[src/rtl/arb2_mux_4b_pkg.sv]
// Shared definitions for the two-requester round-robin arbiter/mux.
//   REQ0, REQ1   : requester index constants (also the mux select values)
//   out_state_t  : occupancy of the single-entry output register
package arb2_mux_4b_pkg;

    localparam logic REQ0 = 1'b0;
    localparam logic REQ1 = 1'b1;

    typedef enum logic {
        StEmpty = 1'b0,
        StFull  = 1'b1
    } out_state_t;

endpackage

[src/rtl/mux2x1_4b.sv]
// Plain 4-bit 2:1 multiplexer.
//   s  : select (0 -> d0, 1 -> d1)
//   d0 : data input 0
//   d1 : data input 1
//   y  : selected data
module mux2x1_4b (
    input  logic       s,
    input  logic [3:0] d0,
    input  logic [3:0] d1,
    output logic [3:0] y
);

    assign y = s ? d1 : d0;

endmodule

[src/rtl/sat_cnt.sv]
// Saturating up-counter with synchronous clear.
//   clk, rst_n : clock, asynchronous active-low reset (clears count)
//   clr_i      : synchronous clear, wins over inc_i
//   inc_i      : increment request, ignored at all-ones
//   cnt_o      : current count
module sat_cnt #(
    parameter int unsigned W = 8
) (
    input  logic         clk,
    input  logic         rst_n,
    input  logic         clr_i,
    input  logic         inc_i,
    output logic [W-1:0] cnt_o
);

    logic [W-1:0] cnt_q, cnt_d;

    always_comb begin
        cnt_d = cnt_q;
        if (clr_i) begin
            cnt_d = '0;
        end else if (inc_i && (cnt_q != {W{1'b1}})) begin
            cnt_d = cnt_q + 1'b1;
        end
    end

    always_ff @(posedge clk or negedge rst_n) begin
        if (!rst_n) begin
            cnt_q <= '0;
        end else begin
            cnt_q <= cnt_d;
        end
    end

    assign cnt_o = cnt_q;

endmodule

[src/rtl/arb2_mux_4b.sv]
// Two-requester round-robin arbiter feeding a shared 2:1 mux and a
// single-entry registered output stage.
//   clk, rst_n          : clock, asynchronous active-low reset
//   req{0,1}_valid_i    : requester has a word
//   req{0,1}_data_i     : requester word
//   req{0,1}_ready_o    : requester word accepted this cycle (combinational)
//   out_valid_o         : output register holds a word
//   out_data_o          : output word
//   out_src_o           : requester index that produced out_data_o
//   out_ready_i         : consumer takes the output word
//   mux_sel_o           : combinational mux select (0 = req0, 1 = req1)
//   cnt_clr_i           : synchronous clear of both grant counters
//   gnt_cnt{0,1}_o      : saturating grant counts per requester
module arb2_mux_4b
    import arb2_mux_4b_pkg::*;
#(
    parameter int unsigned DW = 4,
    parameter int unsigned CW = 8
) (
    input  logic          clk,
    input  logic          rst_n,
    input  logic          req0_valid_i,
    input  logic [DW-1:0] req0_data_i,
    output logic          req0_ready_o,
    input  logic          req1_valid_i,
    input  logic [DW-1:0] req1_data_i,
    output logic          req1_ready_o,
    output logic          out_valid_o,
    output logic [DW-1:0] out_data_o,
    output logic          out_src_o,
    input  logic          out_ready_i,
    output logic          mux_sel_o,
    input  logic          cnt_clr_i,
    output logic [CW-1:0] gnt_cnt0_o,
    output logic [CW-1:0] gnt_cnt1_o
);

    out_state_t    state_q, state_d;
    logic [DW-1:0] data_q, data_d;
    logic          src_q, src_d;
    logic          last_q, last_d;

    logic          can_load;
    logic          g0, g1;
    logic [DW-1:0] mux_out;

    assign can_load = (state_q == StEmpty) || out_ready_i;

    // last_q points at the previous winner, so a tie goes to the other one.
    assign g0 = can_load && req0_valid_i && (!req1_valid_i || (last_q == REQ1));
    assign g1 = can_load && req1_valid_i && (!req0_valid_i || (last_q == REQ0));

    assign req0_ready_o = g0;
    assign req1_ready_o = g1;

    // With no grant the select parks on the last winner.
    assign mux_sel_o = (g0 || g1) ? g1 : last_q;

    generate
        if (DW == 4) begin : g_mux_cell
            mux2x1_4b u_mux (
                .s  (mux_sel_o),
                .d0 (req0_data_i),
                .d1 (req1_data_i),
                .y  (mux_out)
            );
        end else begin : g_mux_inline
            assign mux_out = mux_sel_o ? req1_data_i : req0_data_i;
        end
    endgenerate

    always_comb begin
        state_d = state_q;
        data_d  = data_q;
        src_d   = src_q;
        last_d  = last_q;
        if (g0 || g1) begin
            // Load replaces any word being unloaded in the same edge.
            state_d = StFull;
            data_d  = mux_out;
            src_d   = g1 ? REQ1 : REQ0;
            last_d  = g1 ? REQ1 : REQ0;
        end else if (out_ready_i) begin
            state_d = StEmpty;
        end
    end

    always_ff @(posedge clk or negedge rst_n) begin
        if (!rst_n) begin
            state_q <= StEmpty;
            data_q  <= '0;
            src_q   <= REQ0;
            last_q  <= REQ1;
        end else begin
            state_q <= state_d;
            data_q  <= data_d;
            src_q   <= src_d;
            last_q  <= last_d;
        end
    end

    assign out_valid_o = (state_q == StFull);
    assign out_data_o  = data_q;
    assign out_src_o   = src_q;

    sat_cnt #(
        .W (CW)
    ) u_cnt0 (
        .clk   (clk),
        .rst_n (rst_n),
        .clr_i (cnt_clr_i),
        .inc_i (g0),
        .cnt_o (gnt_cnt0_o)
    );

    sat_cnt #(
        .W (CW)
    ) u_cnt1 (
        .clk   (clk),
        .rst_n (rst_n),
        .clr_i (cnt_clr_i),
        .inc_i (g1),
        .cnt_o (gnt_cnt1_o)
    );

endmodule

[config.mk]
export PLATFORM = sky130hd
export DESIGN_NAME = arb2_mux_4b
export DESIGN_NICKNAME = d
export VERILOG_FILES = /design/src/rtl/arb2_mux_4b_pkg.sv /design/src/rtl/mux2x1_4b.sv /design/src/rtl/sat_cnt.sv /design/src/rtl/arb2_mux_4b.sv
export SDC_FILE = /design/constraint.sdc
export NUM_CORES = 1
export LEC_CHECK = 0
export BUFFER_PORTS_ARGS = -buffer_cell sky130_fd_sc_hd__clkbuf_2
export CAP_MARGIN = 25
export CORE_MARGIN = 10
export CORE_UTILIZATION = 30
export DETAILED_ROUTE_END_ITERATION = 10
export GPL_TIMING_DRIVEN = 0
export PLACE_DENSITY_LB_ADDON = 0.25
export SETUP_SLACK_MARGIN = 0.3
export SLEW_MARGIN = 20
export SYNTH_ARGS = -nofsm -noshare
export SYNTH_HDL_FRONTEND = slang
export SYNTH_HIERARCHICAL = 1
export SYNTH_SLANG_ARGS = --single-unit
[constraint.sdc]
create_clock -name clk -period 1.5 [get_ports clk]
set_input_delay 0 -clock clk [delete_from_list [all_inputs] [get_ports clk]]
set_output_delay 0 -clock clk [all_outputs]
set_load 0.01 [all_outputs]
==> impl_metrics.yaml, run 1 <==
outcome:
  status: "finished with violations"
  failed_checks: "setup timing"
finish:
  syn_to_final_growth_pct: 61.4
  post-route-cell-area_um2: 2080
  multiInputGateArea_um2: 951
  layout_commonest_cell: "clkbuf_2"
  final_nets: 204
  final_cell_mix: "clkbuf_2, dfrtp_1, mux2_4, buf_4, buf_6"
  drive_gt1_share_pct: 63.6
  regArea_um2: 582
  nFillCells: 377
  diodes: 0
sta:
  setup_viol: 11
  hold_viol_final: 0
  rsz0062_at_grt: "true"
  finClkSkew_ns: 0.00491
  fin_crit_ns: 1.62
  setup_ws_ns: -0.123
  slew_headroom_pct: 59.1
  max_freq_mhz: 616
  hold_ws_ns: 0.0539
  slew_viol_final: 0
  post-route-period-util_pct: 108
  worstMarginPinSlew_ns: 0.613
  tns_ns: -0.787
cts:
  clock_sinks: 23
  cts_buffers: 3
  clock_latency_ns: 0.27
  clk_pin_slew_ns: 0.08
  cts_tree: "yes"
  clock_path_buffers: 2
  cts-root-buf: "clkbuf_8"
  cts.htree.levels: 1
power:
  powerDensity_nw_per_um2: 761
  p_switching_w: 0.000453
  total_power_w: 0.00158
  p_comb_share_pct: 30.0
  internal_power_w: 0.00113
  p_leak_nw: 0.892
  seqPwrFrac_pct: 45.0
  p_sw_share_pct: 28.6
  pwr-share-clk_pct: 25.0
  worst_ir_drop_vdd_mv: 0.483
route:
  drtIter0Drc: 124
  antenna_left: 0
  wl_per_cell_um: 16.4
  drt-total-wl_um: 3890
  vias_per_cell: 5.24
  drc: 0
  firstDrtPassIters: 4
  vias: 1242
floorplanning:
  die_area_um2: 7310
  rows: 23
  die_height_um: 85.5
  fp.coreArea_um2: 4090
  num_io_pins: 39
  die_x_um: 85.5
  start_util_pct: 31.5
critical_path:
  worstPathRequired_ns: 1.66
  endpoint_kind: "flip-flop"
  r2r_end: "out_data_o[0]"
  crit_path_start: "out_valid_o"
  critPathMaxFanout: 6
  reg2reg_from: "out_valid_o"
  reg2regPathDepth: 5
  start_kind: "flip-flop"
  worstSetupEndpoint: "out_data_o[0]"
  reg2reg_slack_ns: -0.12
  crit_arrival_ns: 1.78
  worstSetupPathType: "flip-flop to flip-flop"
grt:
  met3_usage_pct: 4.82
  grt_pass1_wl_um: 6190
  grt_max_degree: 24
  grtUsageTotal_pct: 10.1
  met2_usage_pct: 17.3
  antenna_found_initial: 0
  overflow: 0
  use_met1_pct: 11.0
  grt-busiest-layer: "met2"
  grt_pass1_vias: 1294
synth:
  synth_cell_type_count: 33
  synthCells: 125
  synth_area_leaders: "dfrtp_1, mux2_2, mux2_4, a21oi_1, nor3_1"
  syn_area_um2: 1290
  synth_top_area_share_pct: 42.8
  synth.yosys.warnings: 6
  syn_area_per_cell_um2: 10.3
  ys_seq_elements: 23
  synth_seq_area_share_pct: 44.8
  syn-num-nets: 141
  synth_largest_area_cell: "dfrtp_1"
placed_design:
  numPortBuffers: 38
  place_area_um2: 1710
  gp_congestion: 0.781
  hpwl_um: 2600
min_path:
  min_from: "req1_valid_i"
  hold_path.class: "primary input to flip-flop"
run:
  maxCapViolCount: 0
## power groups by stage
stage	Clock [W]	Sequential, W	Combinational, W
final	0.000395	0.000711	0.000475
after floorplan	0	0.000748	0.000207
after detailed placement	0	0.000735	0.000349
after CTS	0.000409	0.000712	0.000448
after global placement	0	0.000733	0.000338
after global routing	0.000433	0.000719	0.000511
## repair_timing
action	in CTS	in global routing
gates resized for setup	23	16
setup endpoints to repair	23	24
hold endpoints to repair	22	0
hold buffers	1	0
setup buffers	14	5
pin swaps	7	11
## logic make-up (layout without fill, tap and decap cells)
logic type	after synthesis	count (layout)	synth area share, %
adders and majority gates	2	2	1.94
buffers and inverters	9	71	2.82
DFF	23	23	44.8
AOI/OAI and AO/OA	23	23	12.1
muxes	14	14	13.2
and+or+nand+nor	54	54	25.1
## how the worst min path moves through the flow
stage	endpoint	slack, ns	cells past startpoint
5_1_grt	out_valid_o	0.06	3
4_1_cts	out_valid_o	0.04	3
2_1_floorplan	out_data_o[0]	-0.30	0
6_report	out_valid_o	0.05	3
3_5_place_dp	u_cnt0/cnt_o[7]	0.04	1
3_3_place_gp	u_cnt0/cnt_o[7]	0.04	1
## critical path, cell delays in order, from the launching register on
cell,delay [ns]
dfrtp_1,0.42
nand2b_4,0.14
a21oi_2,0.09
a31oi_4,0.28
mux2_4,0.33
mux2_4,0.25
## Yosys cell counts (all sizes together)
cell	count
a2111oi	2
a211oi	2
a21boi	2
a21o	1
a21oi	8
a31oi	3
a41oi	2
and3	3
and4	4
buf	2
clkbuf	2
dfrtp	22
dfstp	1
ha	2
inv	5
mux2	12
mux2i	2
nand2	7
nand2b	7
nand3	6
nand4	2
nor2	5
nor2b	6
nor3	8
nor3b	2
nor4	2
o21a	1
o21ai	2
or3	2
## layout make-up
class / instances / share of cell area [%]
Sequential cell: 23 / 28.0
Clock inverter: 1 / 0.241
Multi-Input combinational cell: 93 / 45.8
Timing Repair Buffer: 58 / 18.5
Clock buffer: 3 / 1.99
Inverter: 5 / 0.903
Tap cell: 50 / 3.01
Buffer: 4 / 1.63
## state kept, by name, summed over array words and instances, names as in the netlist
name	flops
u_cnt0/cnt_o	8
out_valid_o	1
u_cnt1/cnt_o	8
last_q	1
out_src_o	1
out_data_o	4
## metal layers
layer  wire length [um]  vias to the layer above
met4                 15                        0
met1               1630                      613
met2               1940                       42
met5                  0                        -
met3                300                        2
li1                   -                      585
## metrics by stage
| step | utilization, % | setup WS (ns) | cells |
|---|---|---|---|
| global placement | 41.7 | -0.141 | 213 |
| detailed placement | 41.7 | -0.172 | 213 |
| finish | 50.9 | -0.123 | 237 |
| floorplan | - | -0.111 | 125 |
| CTS | 48.3 | -0.108 | 232 |
| global route | 50.9 | -0.211 | 237 |
Note: power is estimated with default switching activity, not from simulation.
==> inputs of run 2 (changes only) <==
--- a/config.mk
+++ b/config.mk
@@ -6,4 +6,5 @@
 export NUM_CORES = 1
 export LEC_CHECK = 0
+export ABC_AREA = 1
 export BUFFER_PORTS_ARGS = -buffer_cell sky130_fd_sc_hd__clkbuf_2
 export CAP_MARGIN = 25
==> constraint.sdc (replaced) <==
create_clock -name clk -period 1.5 [get_ports clk]
set_input_delay 0 -clock clk [delete_from_list [all_inputs] [get_ports clk]]
set_output_delay 0 -clock clk [all_outputs]
set_load 0.005 [all_outputs]
==> impl_metrics.yaml, run 2 <==
min_path:
  hold_path.class: "primary input to flip-flop"
cts:
  cts-root-buf: "clkbuf_8"
  clock_sinks: 23
  clock_path_buffers: 2
  cts.htree.levels: 1
  clk_pin_slew_ns: 0.08
  clock_latency_ns: 0.26
  cts_tree: "yes"
  cts_buffers: 3
synth:
  syn_area_um2: 1400
  synth-simple-area-share_pct: 41.9
  synth_area_leaders: "dfrtp_1, nand2_1, nand3_1, inv_1, a21oi_1"
  synthFlopType: "dfrtp_1"
  muxShareOfSynthArea_pct: 0
  synth_seq_area_share_pct: 41.3
  synth_adder_area_share_pct: 1.79
  async_reset_ff_share_pct: 100
  synthXorXnorAreaFrac_pct: 0
  synth-edff-count: 0
  syn-num-nets: 211
  synth.most_common_cell: "nand2_1"
  synth_cell_type_count: 18
  synth_common_cells: "nand2_1, inv_1, nand3_1"
  synth_top_area_share_pct: 39.4
  syn_area_per_cell_um2: 7.16
  ys_seq_elements: 23
  synthCells: 195
  synth_compound_area_share_pct: 6.99
  synth_largest_area_cell: "dfrtp_1"
  synth_top_family_by_area: "simple AND/OR/NAND/NOR gates"
  synth.yosys.warnings: 6
floorplanning:
  rows: 24
  start_util_pct: 31.4
  die_area_um2: 7780
  die_height_um: 88.2
  die_x_um: 88.2
  fp.coreArea_um2: 4440
  num_io_pins: 39
power:
  p_sw_share_pct: 34.8
  worst_ir_drop_vdd_mv: 0.548
  p_comb_share_pct: 37.0
  total_power_w: 0.00188
  powerDensity_nw_per_um2: 937
  pwr-share-clk_pct: 20.5
  p_leak_nw: 1.05
  p_switching_w: 0.000656
  seqPwrFrac_pct: 42.4
  internal_power_w: 0.00123
finish:
  nFillCells: 460
  syn_to_final_growth_pct: 44.0
  layout_commonest_cell: "nand2_1"
  multiInputGateArea_um2: 855
  drive_gt1_share_pct: 43.3
  regArea_um2: 581
  final_cells: 306
  diodes: 0
  final_nets: 271
  final_cell_mix: "nand2_1, clkbuf_2, inv_1, nand3_1, dfrtp_1"
sta:
  worstMarginPinSlew_ns: 0.581
  tns_ns: 0
  hold_viol_final: 0
  finClkSkew_ns: 0.00186
  rsz0062_at_grt: "true"
  fin_crit_ns: 1.35
  max_freq_mhz: 743
  post-route-period-util_pct: 89.8
  slew_headroom_pct: 61.2
  slew_viol_final: 0
  setup_viol: 0
grt:
  grtUsageTotal_pct: 10.4
  overflow: 0
  antenna_found_initial: 0
  grt_max_degree: 24
  grt_pass1_vias: 1388
  grt_pass1_wl_um: 6500
placed_design:
  hpwl_um: 2730
  gp_congestion: 0.852
  dp_cells: 285
  numPortBuffers: 38
critical_path:
  slowest_stage: "dfstp_2"
  endpoint_kind: "flip-flop"
  worstPathRequired_ns: 1.71
  crit_top_cell: "inv_4"
  reg2reg_slack_ns: 0.15
  crit_arrival_ns: 1.55
  worstPathCellList: "inv_2, nand2_2, nand3_4, inv_4, inv_4, a21oi_4, buf_6, nand3_2, nand2_1"
  cp_top_family: "flip-flops"
  critPathMaxFanout: 4
  max_stage_delay_ns: 0.54
  cp_num_buf_inv: 4
  start_kind: "flip-flop"
  worstSetupPathType: "flip-flop to flip-flop"
route:
  firstDrtPassIters: 4
  drt-total-wl_um: 3830
  antenna_left: 0
  wl_per_cell_um: 12.5
  vias_per_cell: 4.65
  drc: 0
  drtIter0Drc: 36
  vias: 1424
run:
  maxCapViolCount: 0
outcome:
  status: "complete, no violations"
-- run 2: cell types whose count changed in the layout (fill, tap and decap cells not counted), moves of 7 or more --
cell / previous run / this run
inv_1: 4 / 19
nand3_1: 1 / 19
nand2_4: 1 / 8
nand2_2: 2 / 13
nand2_1: 4 / 62
mux2_4: 12 / 0
-- run 2: metal layers --
metal,routed length [um],track usage [%],part of all wire (%)
met1,1750,12.2,46
met3,239,3.13,6.2
met4,27,3.08,0.71
met2,1810,17.9,47
met5,0,0,0
-- run 2: worst paths after layout --
check,to,depth (start not counted),from
min in group asynchronous,out_valid_o,2,rst_n
max in group asynchronous,u_cnt0/cnt_o[5],2,rst_n
max,u_cnt0/cnt_o[1],9,last_q
min reg2reg,out_src_o,2,out_src_o
min,out_data_o[2],5,req1_data_i[2]
max reg2reg,u_cnt0/cnt_o[1],9,last_q
-- run 2: cells by family after synthesis --
| logic type | after synthesis |
|---|---|
| AND/OR/NAND/NOR | 127 |
| flip-flops | 23 |
| buffers and inverters | 27 |
| adder cells (fa/ha/maj) | 2 |
| AO/OA/AOI/OAI | 16 |
-- run 2: power groups by stage --
stage | sequential, W | combinational [W] | clock (W)
2_1_floorplan | 0.000813 | 0.000298 | 0
6_report | 0.000800 | 0.000697 | 0.000387
3_5_place_dp | 0.000815 | 0.000518 | 0
4_1_cts | 0.000799 | 0.000617 | 0.000407
3_3_place_gp | 0.000814 | 0.000515 | 0
5_1_grt | 0.000813 | 0.000782 | 0.000430
-- run 2: final cells by class --
cell class,count,area share [%]
clock buffers,4,2.24
inverters,27,6.53
flip-flops and latches,23,28.9
well taps,52,3.24
multi-input cells,145,42.5
repair buffers,55,16.6
-- run 2: metrics by stage --
stage | instance area, um2 | utilization (%) | hold slack [ns] | worst slack, ns
finish | 2010 | 45.2 | 0.0232 | 0.154
global route | 2010 | 45.2 | 0.0664 | 0.0770
CTS | 1870 | 42.0 | 0.0114 | 0.166
detailed placement | 1670 | 37.7 | 0.0452 | 0.0651
global placement | 1670 | 37.7 | 0.0394 | 0.0525
floorplan | 1420 | - | -0.296 | 0.199
-- run 2: worst min-delay path, stage by stage --
cell      delay (ns)
clkbuf_2        0.07
nand2_1         0.04
nand2_1         0.05
nand2_1         0.04
nand2_1         0.05
-- run 2: what timing repair did --
action	CTS	global route
pin swaps	10	13
gates resized for setup	15	27
hold buffers	1	0
setup endpoints to repair	23	24
hold endpoints to repair	22	0
buffers inserted	10	6
==> inputs of run 3 (changes only) <==
BUFFER_PORTS_ARGS = -buffer_cell sky130_fd_sc_hd__buf_4   (was -buffer_cell sky130_fd_sc_hd__clkbuf_2)
==> impl_metrics.yaml, run 3 (synthesis gave the netlist of run 2 again) <==
outcome:
  status: "complete, no violations"
critical_path:
  worstSetupPathType: "flip-flop to flip-flop"
  reg2reg_slack_ns: 0.15
  reg2reg_from: "last_q"
  worstPathRequired_ns: 1.66
  crit_arrival_ns: 1.52
  start_kind: "flip-flop"
  reg2regPathDepth: 9
  r2r_end: "u_cnt0/cnt_o[7]"
  critPathMaxFanout: 4
  endpoint_kind: "flip-flop"
floorplanning:
  die_x_um: 88.2
  rows: 24
  die_height_um: 88.2
  fp.coreArea_um2: 4440
  num_io_pins: 39
  die_area_um2: 7780
  start_util_pct: 31.4
grt:
  grt_pass1_wl_um: 6570
  antenna_found_initial: 0
  grt_pass1_vias: 1438
  overflow: 0
  grt_max_degree: 24
  grtUsageTotal_pct: 10.2
cts:
  cts.htree.levels: 1
  cts_buffers: 3
  clock_sinks: 23
  cts_tree: "yes"
  clock_path_buffers: 2
  cts-root-buf: "clkbuf_8"
  clk_pin_slew_ns: 0.08
  clock_latency_ns: 0.26
route:
  wl_met3_um: 284
  drc: 0
  wl_met1_um: 1590
  top_layer: "met4"
  wl_met2_um: 1930
  drtIter0Drc: 46
  wl_per_cell_um: 12.6
  firstDrtPassIters: 4
  vias: 1413
  drt-total-wl_um: 3820
  vias_per_cell: 4.66
  antenna_left: 0
finish:
  nFillCells: 454
  final_nets: 268
  syn_to_final_growth_pct: 45.7
  fin_util_pct: 45.8
  diodes: 0
  final_cells: 303
  drive_gt1_share_pct: 40.2
  final_cell_mix: "nand2_1, buf_4, nand3_1"
  layout_commonest_cell: "nand2_1"
placed_design:
  dp_cells: 285
  numPortBuffers: 38
  hpwl_um: 2770
  pre_cts_ws_ns: 0.0515
  gp_congestion: 0.841
sta:
  max_freq_mhz: 739
  post-route-period-util_pct: 90.2
  finClkSkew_ns: 0.00236
  setup_ws_ns: 0.147
  worstMarginPinSlew_ns: 0.310
  tns_ns: 0
  slew_viol_final: 0
  fin_crit_ns: 1.35
  slew_headroom_pct: 79.3
  setup_viol: 0
  hold_viol_final: 0
  rsz0062_at_grt: "true"
min_path:
  hold_path_end: "out_data_o[3]"
  holdPathStages: 5
  hold_path.class: "primary input to flip-flop"
  min_from: "req0_data_i[3]"
power:
  p_leak_nw: 1.04
  powerDensity_nw_per_um2: 927
  worst_ir_drop_vdd_mv: 0.475
run:
  maxCapViolCount: 0
## run 3: changes by cell type in the layout (fill, tap and decap cells not counted), sizes merged
cell | before | now
buf | 17 | 51
clkbuf | 41 | 4
## run 3: metal layers
metal,global-route usage [%],up-vias
met3,3.40,2
met4,2.20,0
met5,0,-
met1,11.1,653
met2,18.9,32
li1,-,726
## run 3: critical path, stage by stage, from the launching register on
cell     delay, ns
dfstp_2       0.55
inv_2         0.03
nand2_2       0.08
nand3_4       0.11
inv_4         0.11
inv_4         0.04
a21oi_4       0.16
nand3_2       0.08
nand2_1       0.07
inv_1         0.03
## run 3: area by class of cell
class,count,area [um2],area share (%)
sequential,23,579,28.5
inverter,27,119,5.84
timing repair buffer,52,393,19.3
multi-input combinational,145,833,41.0
clock buffer,4,45.0,2.21
tap,52,65.1,3.20
## run 3: per-stage QoR
stage / hold WS, ns / cell area [um2] / total power [W]
after floorplan: -0.296 / 1420 / 0.00111
after global placement: -0.0858 / 1770 / 0.00140
after detailed placement: -0.0793 / 1770 / 0.00140
after CTS: 0.0229 / 1960 / 0.00189
after global routing: 0.0661 / 2030 / 0.00202
final: 0.0274 / 2030 / 0.00189
## run 3: repair_timing
action	4_1_cts	5_1_grt
endpoints found under the setup margin	23	23
cloned	0	0
resized for setup	11	17
endpoints found under the hold margin	23	0
setup buffers	11	2
hold buffers	1	0
pin swaps	6	7
## run 3: report_power, final
| part | leakage [nW] | total (W) | internal (W) | switching [W] |
|---|---|---|---|---|
| registers | 0.297 | 0.000802 | 0.000723 | 0.0000790 |
| clock network | 0.0228 | 0.000386 | 0.000189 | 0.000197 |
| logic | 0.721 | 0.000698 | 0.000343 | 0.000355 |
## run 3: how the worst max path moves through the flow
| stage | start | end | slack, ns | cells past startpoint |
|---|---|---|---|---|
| final | last_q | u_cnt0/cnt_o[7] | 0.15 | 9 |
| after global routing | last_q | u_cnt0/cnt_o[7] | 0.07 | 9 |
| after CTS | last_q | mux_sel_o | 0.16 | 6 |
| after detailed placement | last_q | u_cnt0/cnt_o[7] | 0.05 | 9 |
| after global placement | last_q | u_cnt0/cnt_o[7] | 0.05 | 9 |
| after floorplan | last_q | u_cnt0/cnt_o[7] | 0.20 | 9 |
